`src/rtl/flow_queue_pkg.sv`:
```
// Shared types and helpers for flow_queue and related buffers.
package flow_queue_pkg;

  // General-purpose register-sized payload.
  typedef logic [31:0] gpreg;

  // Ring pointer advance that wraps at an arbitrary depth, not a power of two.
  function automatic int unsigned ring_inc(input int unsigned ptr, input int unsigned depth);
    return (ptr == depth - 1) ? 0 : ptr + 1;
  endfunction

endpackage

```
`src/rtl/flow_queue_if.sv`:
```
// Decoupled valid/ready/data channel; fire = valid & ready.
interface flow_queue_if
  import flow_queue_pkg::*;
#(
  parameter type T = gpreg
) ();
  logic valid;
  logic ready;
  T     data;

  // Sender drives valid/data, receiver drives ready.
  modport master (output valid, output data, input ready);
  modport slave  (input valid, input data, output ready);
endinterface

```
`src/rtl/flow_queue.sv`:
```
// Ring-buffer queue with full-depth usage, any depth, optional empty bypass,
// synchronous flush and registered occupancy.
module flow_queue
  import flow_queue_pkg::*;
#(
  parameter type         Data        = gpreg,
  parameter int unsigned Depth       = 2,
  parameter bit          Fallthrough = 1'b0
) (
  input  logic                       clk,
  input  logic                       rst,
  flow_queue_if.slave                enq,
  flow_queue_if.master               deq,
  input  logic                       flush_i,
  output logic [$clog2(Depth+1)-1:0] count_o
);

  localparam int unsigned CntW = $clog2(Depth + 1);
  localparam int unsigned IdxW = (Depth > 1) ? $clog2(Depth) : 1;

  logic [IdxW-1:0] head_q, head_d;
  logic [IdxW-1:0] tail_q, tail_d;
  logic [CntW-1:0] cnt_q, cnt_d;
  Data             store_q [Depth];

  logic full, empty;
  logic enq_fire, deq_fire;
  logic bypass, wr_en;

  assign full  = (cnt_q == CntW'(Depth));
  assign empty = (cnt_q == '0);

  // Ready never looks at deq.ready, so no combinational ready path through the queue.
  assign enq.ready = !full && !flush_i;
  assign deq.valid = Fallthrough ? ((!empty || enq.valid) && !flush_i) : (!empty && !flush_i);
  assign deq.data  = (Fallthrough && empty) ? enq.data : store_q[head_q];

  assign enq_fire = enq.valid && enq.ready;
  assign deq_fire = deq.valid && deq.ready;
  // Empty queue handing the producer's item straight to the consumer: no storage touched.
  assign bypass   = Fallthrough && empty && enq_fire && deq_fire;

  assign count_o = cnt_q;

  // Next-state for pointers and occupancy; flush wins over any handshake.
  always_comb begin
    head_d = head_q;
    tail_d = tail_q;
    cnt_d  = cnt_q;
    wr_en  = 1'b0;
    if (flush_i) begin
      head_d = '0;
      tail_d = '0;
      cnt_d  = '0;
    end else if (!bypass) begin
      if (enq_fire) begin
        wr_en  = 1'b1;
        tail_d = IdxW'(ring_inc(32'(tail_q), Depth));
      end
      if (deq_fire) begin
        head_d = IdxW'(ring_inc(32'(head_q), Depth));
      end
      if (enq_fire && !deq_fire) begin
        cnt_d = cnt_q + 1'b1;
      end else if (deq_fire && !enq_fire) begin
        cnt_d = cnt_q - 1'b1;
      end
    end
  end

  // Pointer and counter registers with synchronous reset.
  always_ff @(posedge clk) begin
    if (rst) begin
      head_q <= '0;
      tail_q <= '0;
      cnt_q  <= '0;
    end else begin
      head_q <= head_d;
      tail_q <= tail_d;
      cnt_q  <= cnt_d;
    end
  end

  // Payload storage; contents are deliberately left unreset.
  always_ff @(posedge clk) begin
    if (wr_en && !rst) begin
      store_q[tail_q] <= enq.data;
    end
  end

  a_no_enq_when_full: assert property (@(posedge clk) disable iff (rst) !(enq_fire && full));
  a_no_deq_when_empty: assert property (@(posedge clk) disable iff (rst)
    !(deq_fire && empty && !(Fallthrough && enq_fire)));
  a_cnt_in_range: assert property (@(posedge clk) disable iff (rst) cnt_q <= CntW'(Depth));

endmodule
```
`src/flat_wrapper.sv`:
```
// flat-port wrapper written by rule: the top's interface ports become plain ports
module flow_queue_flat import flow_queue_pkg::*;
#(
  parameter type         Data        = gpreg,
  parameter int unsigned Depth       = 2,
  parameter bit          Fallthrough = 1'b0
)
  (clk, rst, flush_i, count_o, enq_valid, enq_data, enq_ready, deq_valid, deq_data, deq_ready);
  flow_queue_if enq_i ();
  flow_queue_if deq_i ();
  input  logic clk;
  input  logic rst;
  input  logic flush_i;
  output logic [$clog2(Depth+1)-1:0] count_o;
  input wire logic [$bits(enq_i.valid)-1:0] enq_valid;
  input wire logic [$bits(enq_i.data)-1:0] enq_data;
  output wire logic [$bits(enq_i.ready)-1:0] enq_ready;
  output wire logic [$bits(deq_i.valid)-1:0] deq_valid;
  output wire logic [$bits(deq_i.data)-1:0] deq_data;
  input wire logic [$bits(deq_i.ready)-1:0] deq_ready;
  assign enq_i.valid = enq_valid;
  assign enq_i.data = enq_data;
  assign enq_ready = enq_i.ready;
  assign deq_valid = deq_i.valid;
  assign deq_data = deq_i.data;
  assign deq_i.ready = deq_ready;
  flow_queue #(.Data(Data), .Depth(Depth), .Fallthrough(Fallthrough)) u_core (.clk(clk), .rst(rst), .enq(enq_i), .deq(deq_i), .flush_i(flush_i), .count_o(count_o));
endmodule
```
`config.mk`:
```
export PLATFORM = sky130hd
export DESIGN_NAME = flow_queue_flat
export DESIGN_NICKNAME = d
export VERILOG_FILES = /design/src/rtl/flow_queue_pkg.sv /design/src/rtl/flow_queue_if.sv /design/src/rtl/flow_queue.sv /design/src/flat_wrapper.sv
export SDC_FILE = /design/constraint.sdc
export NUM_CORES = 1
export LEC_CHECK = 0
export BUFFER_PORTS_ARGS = -buffer_cell sky130_fd_sc_hd__buf_2
export CAP_MARGIN = 20
export CORE_UTILIZATION = 50
export DETAILED_ROUTE_END_ITERATION = 8
export GPL_ROUTABILITY_DRIVEN = 1
export PLACE_DENSITY = 0.77
export SYNTH_ARGS = -nofsm -noshare
export SYNTH_HDL_FRONTEND = slang
export SYNTH_SLANG_ARGS = --single-unit
```
`constraint.sdc`:
```
create_clock -name clk -period 4.7 [get_ports clk]
set_input_delay 0.94 -clock clk [delete_from_list [all_inputs] [get_ports clk]]
set_output_delay 0.94 -clock clk [all_outputs]
set_load 0.02 [all_outputs]
```
==> metrics.csv, run 1 <==
stage;metric;value;unit
worst_setup_path;worst_path_max_delay_cell;mux2_2;
detailed_routing;vias_per_cell;4.91;
power;power.density_cell_area;378;nW/um2
global_route;grt_max_degree;33;
worst_setup_path;critPathCaptureType;primary output;
cells_and_area;area_delta_synth_final;24.8;%
sta;finalHoldViolations;0;
placement;dp_worst_setup_slack;2.27;ns
sta;post-route-min-period;2.53;ns
worst_setup_path;cp-start-kind;flip-flop;
sta;final.setup.worst_slack;2.17;ns
sta;timing.final.max_slew_violations;0;
sta;fin_worst_skew;0.0104;ns
logic_synthesis;synth.net_count;168;
logic_synthesis;syn_inst;130;
global_route;antenna_found_initial;0;
cts;number_of_levels_the_h_tree_was_split_into;3;
placement;gp_routability_congestion;0.696;
global_route;grtUsageTotal;0.179;
floorplanning;num_rows;25;
sta;finalHoldWorstSlack;0.521;ns
cells_and_area;final_nets;250;
logic_synthesis;synth_simple_gate_area_share;0.0322;
sta;final_min_period_over_clock_period;0.537;
logic_synthesis;synth-compound-area-share;0.00977;
cells_and_area;final_non_filler_cell_total;284;
worst_setup_path;critical_path.max_fanout;32;
floorplanning;top_ports;73;
sta;slew-limit-headroom;0.719;
logic_synthesis;ys_seq_area_frac;0.789;
worst_setup_path;cp.arrival;1.59;ns
worst_setup_path;crit_path_required_time;3.76;ns
logic_synthesis;synth_top_family_by_area;multiplexers;
logic_synthesis;synth-seq-cells;69;
power;switching_power;250;uW
cts;worst_setup_hold_path_clk_slew;0.07;ns
logic_synthesis;synth_fa_ha_area_frac;0.00488;
power;p_sw_frac;0.207;
cts;numCtsBuffers;9;
worst_setup_path;critical_path_class;reg -> out;
floorplanning;start_util;0.532;
logic_synthesis;post_synth_xor_area_fraction;0.0103;
power;power.static_leakage;0.00120;uW
floorplanning;dieWidth;73.6;um
detailed_routing;remaining_antenna_violation_count_after_routing;0;
logic_synthesis;synth_warnings;0;
floorplanning;die_area;5420;um2
logic_synthesis;synthesized_area;2560;um2
placement;dp_hpwl;3060;um
global_route;grt_pass1_vias;1500;
sta;finalSetupViolCount;0;
floorplanning;die_h;73.6;um
cells_and_area;post_route_cells_drive_above_1_share;0.576;
sta;worst_pin_slew;0.421;ns
worst_setup_path;worstPathCellList;buf_4 -> mux2_2 -> buf_2;
power;worst_ir_drop_vdd;0.000217;V
detailed_routing;detail_route.wirelength;4470;um
logic_synthesis;synthDistinctLibCells;18;
power;pwr-share-clk;0.366;
logic_synthesis;synth.area.mux_share;0.141;
cts;cts_resized;0;
detailed_routing;drcViolationCount;0;
power;seq_power_share;0.569;
cts;tritoncts;yes;
detailed_routing;detailedRoute.firstIterationViolations;81;
power;total_power;1210;uW
cts;post-cts-setup-buffer-count;0;
worst_setup_path;cpPeakStageDelay;0.39;ns
detailed_routing;detailedRoute.firstPassIterationCount;4;
detailed_routing;wire_per_inst;15.7;um
global_route;grt_pass1_wl;6710;um
power;power_frac_comb;0.065;
detailed_routing;via_count;1395;
hold_path;hp-start;u_core.head_q;
status;status;completed;
cts;cts_num_sinks;69;
cts;root_buffer;clkbuf_8;
hold_path;holdCritPathClass;reg -> reg;
cts;cts_max_path_buffers;2;
sta;final.setup.tns;0;ns
floorplanning;core_region_area;4820;um2
cts;clk-insertion-delay-late;0.33;ns
logic_synthesis;avgSynthCellArea;19.7;um2
power;cellInternalPower;960;uW
sta;rsz_0062_raised_after_global_routing;no;
cts;ctsHoldBuffers;0;
sta;fmax;396;MHz
cells_and_area;n_antenna_cell;0;
global_route;grt_remaining_overflow;0;
placement;placedCellCount;268;
run;drv.max_cap_violation_count;0;
placement;place.port_buffers;72;
worst_setup_path;rr_startpoint;u_core.count_o[0];
==> layout by cell type (no fill, tap or decap) <==
cell and instances:
buf_2 72, edfxtp_1 64, mux2_2 32, clkbuf_8 9, nor2_1 6, dfxtp_1 5
xor2_1 3, o21ai_0 3, buf_4 3, inv_1 2, or3_1 2, a21oi_1 2
clkbuf_1 2, clkinv_2 2, nor2b_2 1, or3_4 1, nand2_1 1, nor3b_4 1
nor3_2 1, or2_2 1, ha_1 1, bufinv_16 1, clkinvlp_4 1, clkinv_1 1
==> layer usage <==
| metal | GRT usage | vias to the layer above | routed length, um |
|---|---|---|---|
| met3 | 0.0535 | 9 | 192 |
| met5 | 0 | - | 0 |
| met4 | 0.109 | 0 | 83 |
| met1 | 0.185 | 675 | 1670 |
| met2 | 0.317 | 48 | 2520 |
| li1 | - | 663 | - |
==> registers in the layout (all words and copies together) (netlist names), named ones only <==
name and flops:
u_core.store_q 64, u_core.count_o 2, u_core.tail_q 1, u_core.head_q 1
==> cell type report <==
cell class	instances	area, um2
clock buffer	11	131
clock inverter	5	51.3
fill	327	1620
inverter	2	7.51
multi-input combinational	55	518
sequential	69	2020
tap	67	83.8
timing repair buffer	75	383
==> worst paths after layout <==
check	endpoint	slack (ns)	depth (start not counted)
min reg2reg	u_core.head_q	0.52	2
min	u_core.head_q	0.52	2
max	deq_data[29]	2.17	3
max reg2reg	u_core.count_o[1]	2.82	6
==> stage by stage <==
stage,utilization,area [um2]
4_1_cts,0.664,3200
6_report,0.664,3200
3_5_place_dp,0.626,3010
3_3_place_gp,0.626,3010
2_1_floorplan,-,2560
5_1_grt,0.664,3200
==> logic make-up after synthesis <==
logic type                 after synthesis
and+or+nand+nor                         14
buffers and inverters                    6
adders and majority gates                1
muxes                                   32
DFF                                     69
AOI/OAI and AO/OA                        5
xor gates and xnor gates                 3
==> cell usage after synthesis <==
cell	instances	share of area
mux2_2	32	0.14
ha_1	1	0.0049
nor3b_2	1	0.0049
edfxtp_1	64	0.75
clkbuf_1	1	0.0015
nor2b_2	1	0.0034
or3_1	2	0.0049
xor2_1	3	0.010
inv_1	2	0.0029
nor3_1	1	0.0020
a21oi_1	2	0.0039
or3_4	1	0.0044
or2_2	1	0.0024
nor2_1	6	0.0088
buf_4	3	0.0088
o21ai_0	3	0.0059
dfxtp_1	5	0.039
nand2_1	1	0.0015
==> worst max-delay path, delay by kind of cell (launching register included) <==
kind | cells | cell delay [ns]
buffers and inverters | 2 | 0.53
multiplexers | 1 | 0.39
flip-flops | 1 | 0.32
==> power by group through the flow <==
stage          Combinational [uW]  Clock (uW)  Sequential, uW
3_5_place_dp                 79.4           0             702
2_1_floorplan                42.1           0             702
4_1_cts                      79.7         456             688
3_3_place_gp                 75.9           0             701
5_1_grt                      85.5         480             689
6_report                     78.8         442             688
Power figures use the tool's default switching activity.
==> inputs of run 2 (changes only) <==
- clock period: 4.7 -> 2.36 ns (I/O delays scaled with it)
==> metrics.csv, run 2 (same netlist as run 1, synthesis figures left out) <==
stage;metric;value;unit;change
cells_and_area;area_used_by_sequential_logic_in_the_layout;2020;um2;unchanged
detailed_routing;vias_per_cell;4.97;;+1.2%
floorplanning;die_area;5420;um2;unchanged
sta;finalHoldViolations;0;;unchanged
cells_and_area;final_nets;253;;+1.2%
worst_setup_path;regToRegSetupSlack;0.51;ns;-2.31 ns
floorplanning;die_h;73.6;um;unchanged
sta;worst_pin_slew;0.276;ns;-0.145 ns
worst_setup_path;r2r_endpoint;u_core.count_o[1];;
cells_and_area;post_route_cells_drive_above_1_share;0.586;;+0.0103
cts;cts_resized;0;;unchanged
global_route;grt_pass1_vias;1540;;+2.7%
placement;gp_routability_congestion;0.677;;-2.8%
cells_and_area;final_non_filler_cell_total;287;;+1.1%
cts;tritoncts;yes;;
status;status;completed;;
global_route;grt_pass1_wl;7220;um;+7.5%
detailed_routing;drcViolationCount;0;;unchanged
run;drv.max_cap_violation_count;0;;unchanged
power;power.density_cell_area;749;nW/um2;+98%
detailed_routing;wire_per_inst;16.0;um;+1.5%
power;worst_ir_drop_vdd;0.000558;V;+160%
floorplanning;top_ports;73;;unchanged
sta;fmax;509;MHz;
sta;timing.final.max_slew_violations;0;;unchanged
worst_setup_path;critical_path_class;reg -> out;;
floorplanning;dieWidth;73.6;um;unchanged
worst_setup_path;worstPathCellList;buf_4 -> mux2_2 -> buf_2;;
worst_setup_path;timing.critical_path.buf_inv;2;;unchanged
cts;post-cts-setup-buffer-count;0;;unchanged
cells_and_area;top_register;u_core.store_q;;
global_route;antenna_found_initial;0;;unchanged
worst_setup_path;cp.arrival;1.49;ns;-0.10 ns
cells_and_area;multiInputGateArea;524;um2;+1.2%
worst_setup_path;critical_path.top_delay_family;buffers and inverters;;
cts;clk-insertion-delay-late;0.33;ns;about the same
placement;placedCellCount;271;;+1.1%
cells_and_area;n_antenna_cell;0;;unchanged
worst_setup_path;worst_path_max_delay_cell;mux2_2;;
hold_path;hp-start;enq_data[5];;
sta;finalSetupViolCount;0;;unchanged
detailed_routing;detail_route.wirelength;4580;um;+2.6%
global_route;grtUsageTotal;0.191;;+0.0120
sta;fin_worst_skew;0.00730;ns;-0.00315 ns
cells_and_area;commonest_cells_after_routing_fill_and_taps_aside;72 x buf_2, 64 x edfxtp_1, 32 x mux2_2;;
placement;place.port_buffers;72;;unchanged
cts;number_of_levels_the_h_tree_was_split_into;3;;unchanged
cts;cts_max_path_buffers;2;;unchanged
hold_path;holdCritPathClass;in -> reg;;
cts;cts_num_sinks;69;;unchanged
floorplanning;num_rows;25;;unchanged
detailed_routing;remaining_antenna_violation_count_after_routing;0;;unchanged
cells_and_area;final.fill_count;355;;+8.6%
sta;final.setup.tns;0;ns;unchanged
sta;rsz_0062_raised_after_global_routing;no;;
cells_and_area;area_delta_synth_final;25.8;%;
power;power.static_leakage;0.00123;uW;+1.8%
worst_setup_path;cpPeakStageDelay;0.39;ns;about the same
hold_path;whs_endpoint;u_core.store_q[1][5];;
cells_and_area;largest_register_ffs;64;;unchanged
sta;final.setup.worst_slack;0.395;ns;-1.78 ns
floorplanning;core_region_area;4820;um2;unchanged
floorplanning;start_util;0.532;;unchanged
worst_setup_path;critical_path.max_fanout;21;;-34%
cells_and_area;most_common_library_cell_in_the_layout_ignoring_fill_and_taps;buf_2;;
detailed_routing;via_count;1426;;+2.2%
placement;dp_worst_setup_slack;0.427;ns;-1.84 ns
sta;final_min_period_over_clock_period;0.833;;
sta;post-route-min-period;1.96;ns;
hold_path;hold_path_depth;1;;-1
global_route;grt_remaining_overflow;0;;unchanged
global_route;grt_max_degree;22;;-33%
detailed_routing;detailedRoute.firstIterationViolations;56;;-31%
sta;slew-limit-headroom;0.816;;+0.0969
cts;numCtsBuffers;9;;unchanged
worst_setup_path;cp-start-kind;flip-flop;;
placement;dp_hpwl;3140;um;+2.6%
worst_setup_path;critPathCaptureType;primary output;;
cells_and_area;fraction_of_the_core_area_covered_by_cells_at_the_end_of_the_flow;0.669;;+0.00572
worst_setup_path;reg2regPathDepth;6;;unchanged
worst_setup_path;crit_path_required_time;1.89;ns;-1.87 ns
power;total_power;2410;uW;+100%
cts;ctsHoldBuffers;0;;unchanged
worst_setup_path;rr_startpoint;u_core.count_o[0];;
cts;worst_setup_hold_path_clk_slew;0.07;ns;about the same
detailed_routing;detailedRoute.firstPassIterationCount;4;;unchanged
cts;root_buffer;clkbuf_8;;
[run 2: cell types whose count changed in the layout (fill, tap and decap cells not counted), sizes merged]
cell      delta
clkinvlp     -1
clkbuf       -1
buf          +3
clkinv       +2
[run 2: layout make-up]
type,instances,share of cell area
clock buffer,10,0.0396
clock inverter,6,0.0167
sequential,69,0.627
multi-input combinational,55,0.163
timing repair buffer,78,0.126
tap,67,0.0260
inverter,2,0.00233
[run 2: how the worst max path moves through the flow]
stage                 startpoint              endpoint  slack (ns)  cells after the start
2_1_floorplan  u_core.count_o[0]  u_core.store_q[1][0]        0.07                      3
3_3_place_gp             flush_i     u_core.count_o[1]        0.50                      6
3_5_place_dp             flush_i     u_core.count_o[1]        0.43                      6
4_1_cts                flip-flop           deq_data[6]        0.37                      3
5_1_grt                flip-flop           deq_data[6]        0.32                      3
6_report               flip-flop           deq_data[6]        0.40                      3
[run 2: report_power, final]
part	total (uW)	switching (uW)	internal [uW]
Sequential	1370	9.23	1360
Clock	881	404	477
Combinational	161	91.7	69.0
[run 2: per-layer routing]
layer	up-vias	routed length, um	track usage
met4	0	116	0.111
met3	14	278	0.0700
met1	691	1700	0.206
met2	53	2480	0.322
li1	668	-	-
met5	-	0	0
[run 2: through the flow]
| step | hold slack [ns] | cell area (um2) |
|---|---|---|
| after floorplan | 0.472 | 2580 |
| after global placement | 0.491 | 3040 |
| after detailed placement | 0.507 | 3040 |
| after CTS | 0.312 | 3220 |
| after global routing | 0.302 | 3220 |
| final | 0.323 | 3220 |
==> inputs of run 3 (changes only) <==
- CORE_UTILIZATION: 50 -> 46
- PLACE_DENSITY: 0.77 -> 0.75
- clock period: 2.36 -> 1.7 ns (I/O delays scaled with it)
==> metrics.csv, run 3 (same netlist as run 1, synthesis figures left out) <==
stage;metric;value;unit;change
sta;final_min_period_over_clock_period;1.00;;
sta;fin_worst_skew;0.00652;ns;-0.000781 ns
placement;place.port_buffers;72;;unchanged
sta;finalHoldViolations;0;;unchanged
sta;rsz_0062_raised_after_global_routing;yes;;
worst_setup_path;critical_path_class;reg -> out;;
cts;cts_num_sinks;69;;unchanged
worst_setup_path;critical_path.max_fanout;17;;-19%
floorplanning;num_rows;26;;+4.0%
worst_setup_path;worst_path_max_delay_cell;dfxtp_4;;
status;failed_checks;setup timing;;
cts;ctsHoldBuffers;0;;unchanged
worst_setup_path;cp.arrival;1.37;ns;-0.12 ns
worst_setup_path;worstPathCellList;buf_12 -> mux2_2 -> buf_4;;
cells_and_area;top_register;u_core.store_q;;
cts;worst_setup_hold_path_clk_slew;0.07;ns;about the same
sta;fmax;586;MHz;
sta;final.setup.tns;-0.00870;ns;-0.00870 ns
detailed_routing;detail_route.wirelength;4390;um;-4.2%
worst_setup_path;critical_path.top_delay_family;flip-flops;;
power;worst_ir_drop_vdd;0.000677;V;+21%
floorplanning;die_h;76.6;um;+4.1%
floorplanning;die_area;5870;um2;+8.4%
cells_and_area;area_used_by_sequential_logic_in_the_layout;2030;um2;+0.56%
floorplanning;dieWidth;76.6;um;+4.1%
sta;slew-limit-headroom;0.813;;-0.00312
cells_and_area;post_route_cells_drive_above_1_share;0.616;;+0.0297
cts;clk-insertion-delay-late;0.33;ns;about the same
sta;worst_pin_slew;0.280;ns;+0.00438 ns
cells_and_area;final.fill_count;371;;+4.5%
sta;timing.final.max_slew_violations;0;;unchanged
detailed_routing;wire_per_inst;14.9;um;-6.5%
detailed_routing;detailedRoute.firstIterationViolations;68;;+21%
cts;cts_max_path_buffers;2;;unchanged
cells_and_area;n_antenna_cell;0;;unchanged
cells_and_area;final_nets;257;;+1.6%
cts;number_of_levels_the_h_tree_was_split_into;3;;unchanged
sta;post-route-min-period;1.71;ns;
worst_setup_path;crit_path_required_time;1.36;ns;-0.53 ns
cells_and_area;fraction_of_the_core_area_covered_by_cells_at_the_end_of_the_flow;0.652;;-0.0177
power;power.static_leakage;0.00128;uW;+4.1%
detailed_routing;via_count;1427;;+0.070%
global_route;grt_remaining_overflow;0;;unchanged
detailed_routing;drcViolationCount;0;;unchanged
worst_setup_path;cpPeakStageDelay;0.37;ns;-0.02 ns
cts;root_buffer;clkbuf_8;;
placement;gp_routability_congestion;0.707;;+4.5%
detailed_routing;detailedRoute.firstPassIterationCount;4;;unchanged
cts;tritoncts;yes;;
power;power.density_cell_area;986;nW/um2;+32%
sta;finalSetupViolCount;3;;+3
run;drv.max_cap_violation_count;0;;unchanged
sta;final.setup.worst_slack;-0.00605;ns;-0.401 ns
detailed_routing;remaining_antenna_violation_count_after_routing;0;;unchanged
worst_setup_path;timing.critical_path.buf_inv;2;;unchanged
placement;dp_hpwl;2920;um;-7.1%
global_route;antenna_found_initial;0;;unchanged
cells_and_area;largest_register_ffs;64;;unchanged
floorplanning;top_ports;73;;unchanged
floorplanning;core_region_area;5240;um2;+8.7%
hold_path;holdCritPathClass;in -> reg;;
detailed_routing;vias_per_cell;4.85;;-2.3%
worst_setup_path;cp-start-kind;flip-flop;;
status;status;finished, violations left;;
global_route;grt_pass1_wl;7040;um;-2.5%
global_route;grtUsageTotal;0.165;;-0.0260
cells_and_area;area_delta_synth_final;33.2;%;
cells_and_area;multiInputGateArea;559;um2;+6.7%
cells_and_area;commonest_cells_after_routing_fill_and_taps_aside;64 x buf_2, 64 x edfxtp_1, 29 x mux2_2;;
worst_setup_path;critPathCaptureType;primary output;;
global_route;grt_pass1_vias;1532;;-0.52%
global_route;grt_max_degree;18;;-18%
cts;numCtsBuffers;9;;unchanged
floorplanning;start_util;0.489;;-0.0427
-- run 3: worst paths after layout --
| check | from | endpoint | slack [ns] | depth (start not counted) |
|---|---|---|---|---|
| worst max-delay path | flip-flop | deq_data[24] | -0.006 | 3 |
| worst max register to register | u_core.count_o[1] | u_core.count_o[1] | 0 | 6 |
| worst min register to register | u_core.head_q | u_core.head_q | 0.52 | 2 |
| worst min-delay path | enq_data[27] | u_core.store_q[0][27] | 0.20 | 1 |
-- run 3: what timing repair did --
action	CTS	global route
pin swaps	4	1
buffers inserted	2	0
resized for setup	5	15
endpoints found under the setup margin	33	81
-- run 3: final cells by class --
cell class,instances,area share
clock buffer,10,0.0374
inverter,2,0.00293
sequential,69,0.596
tap,70,0.0257
multi-input combinational,55,0.164
clock inverter,6,0.0158
timing repair buffer,82,0.159
-- run 3: report_power, final --
part	internal (uW)	switching (uW)	leakage (uW)
registers	1890	11.7	0.000624
clock network	660	549	0.0000888
logic	122	135	0.000564
-- run 3: stage by stage --
stage          area (um2)  worst slack, ns  hold WS [ns]  instances  total power (uW)
2_1_floorplan        2590           -0.477         0.439        130              2060
3_3_place_gp         3150          0.00679         0.488        276              2170
3_5_place_dp         3150          -0.0695         0.496        276              2180
4_1_cts              3370          -0.0534         0.185        294              3390
5_1_grt              3410          -0.0603         0.181        294              3490
6_report             3410         -0.00605         0.197        294              3370
-- run 3: metal layers --
metal | part of all wire | global-route usage | wire length [um]
met1 | 0.41 | 0.177 | 1780
met2 | 0.53 | 0.289 | 2340
met3 | 0.055 | 0.0599 | 240
met4 | 0.0066 | 0.0750 | 29
met5 | 0 | 0 | 0
-- run 3: worst register-to-register path, delay by kind of cell, from the launching register on --
family,cells,cell delay [ns]
compound gates,1,0.13
fa+ha+maj,1,0.19
buf+inv,1,0.08
flops,1,0.34
simple gates,3,0.87
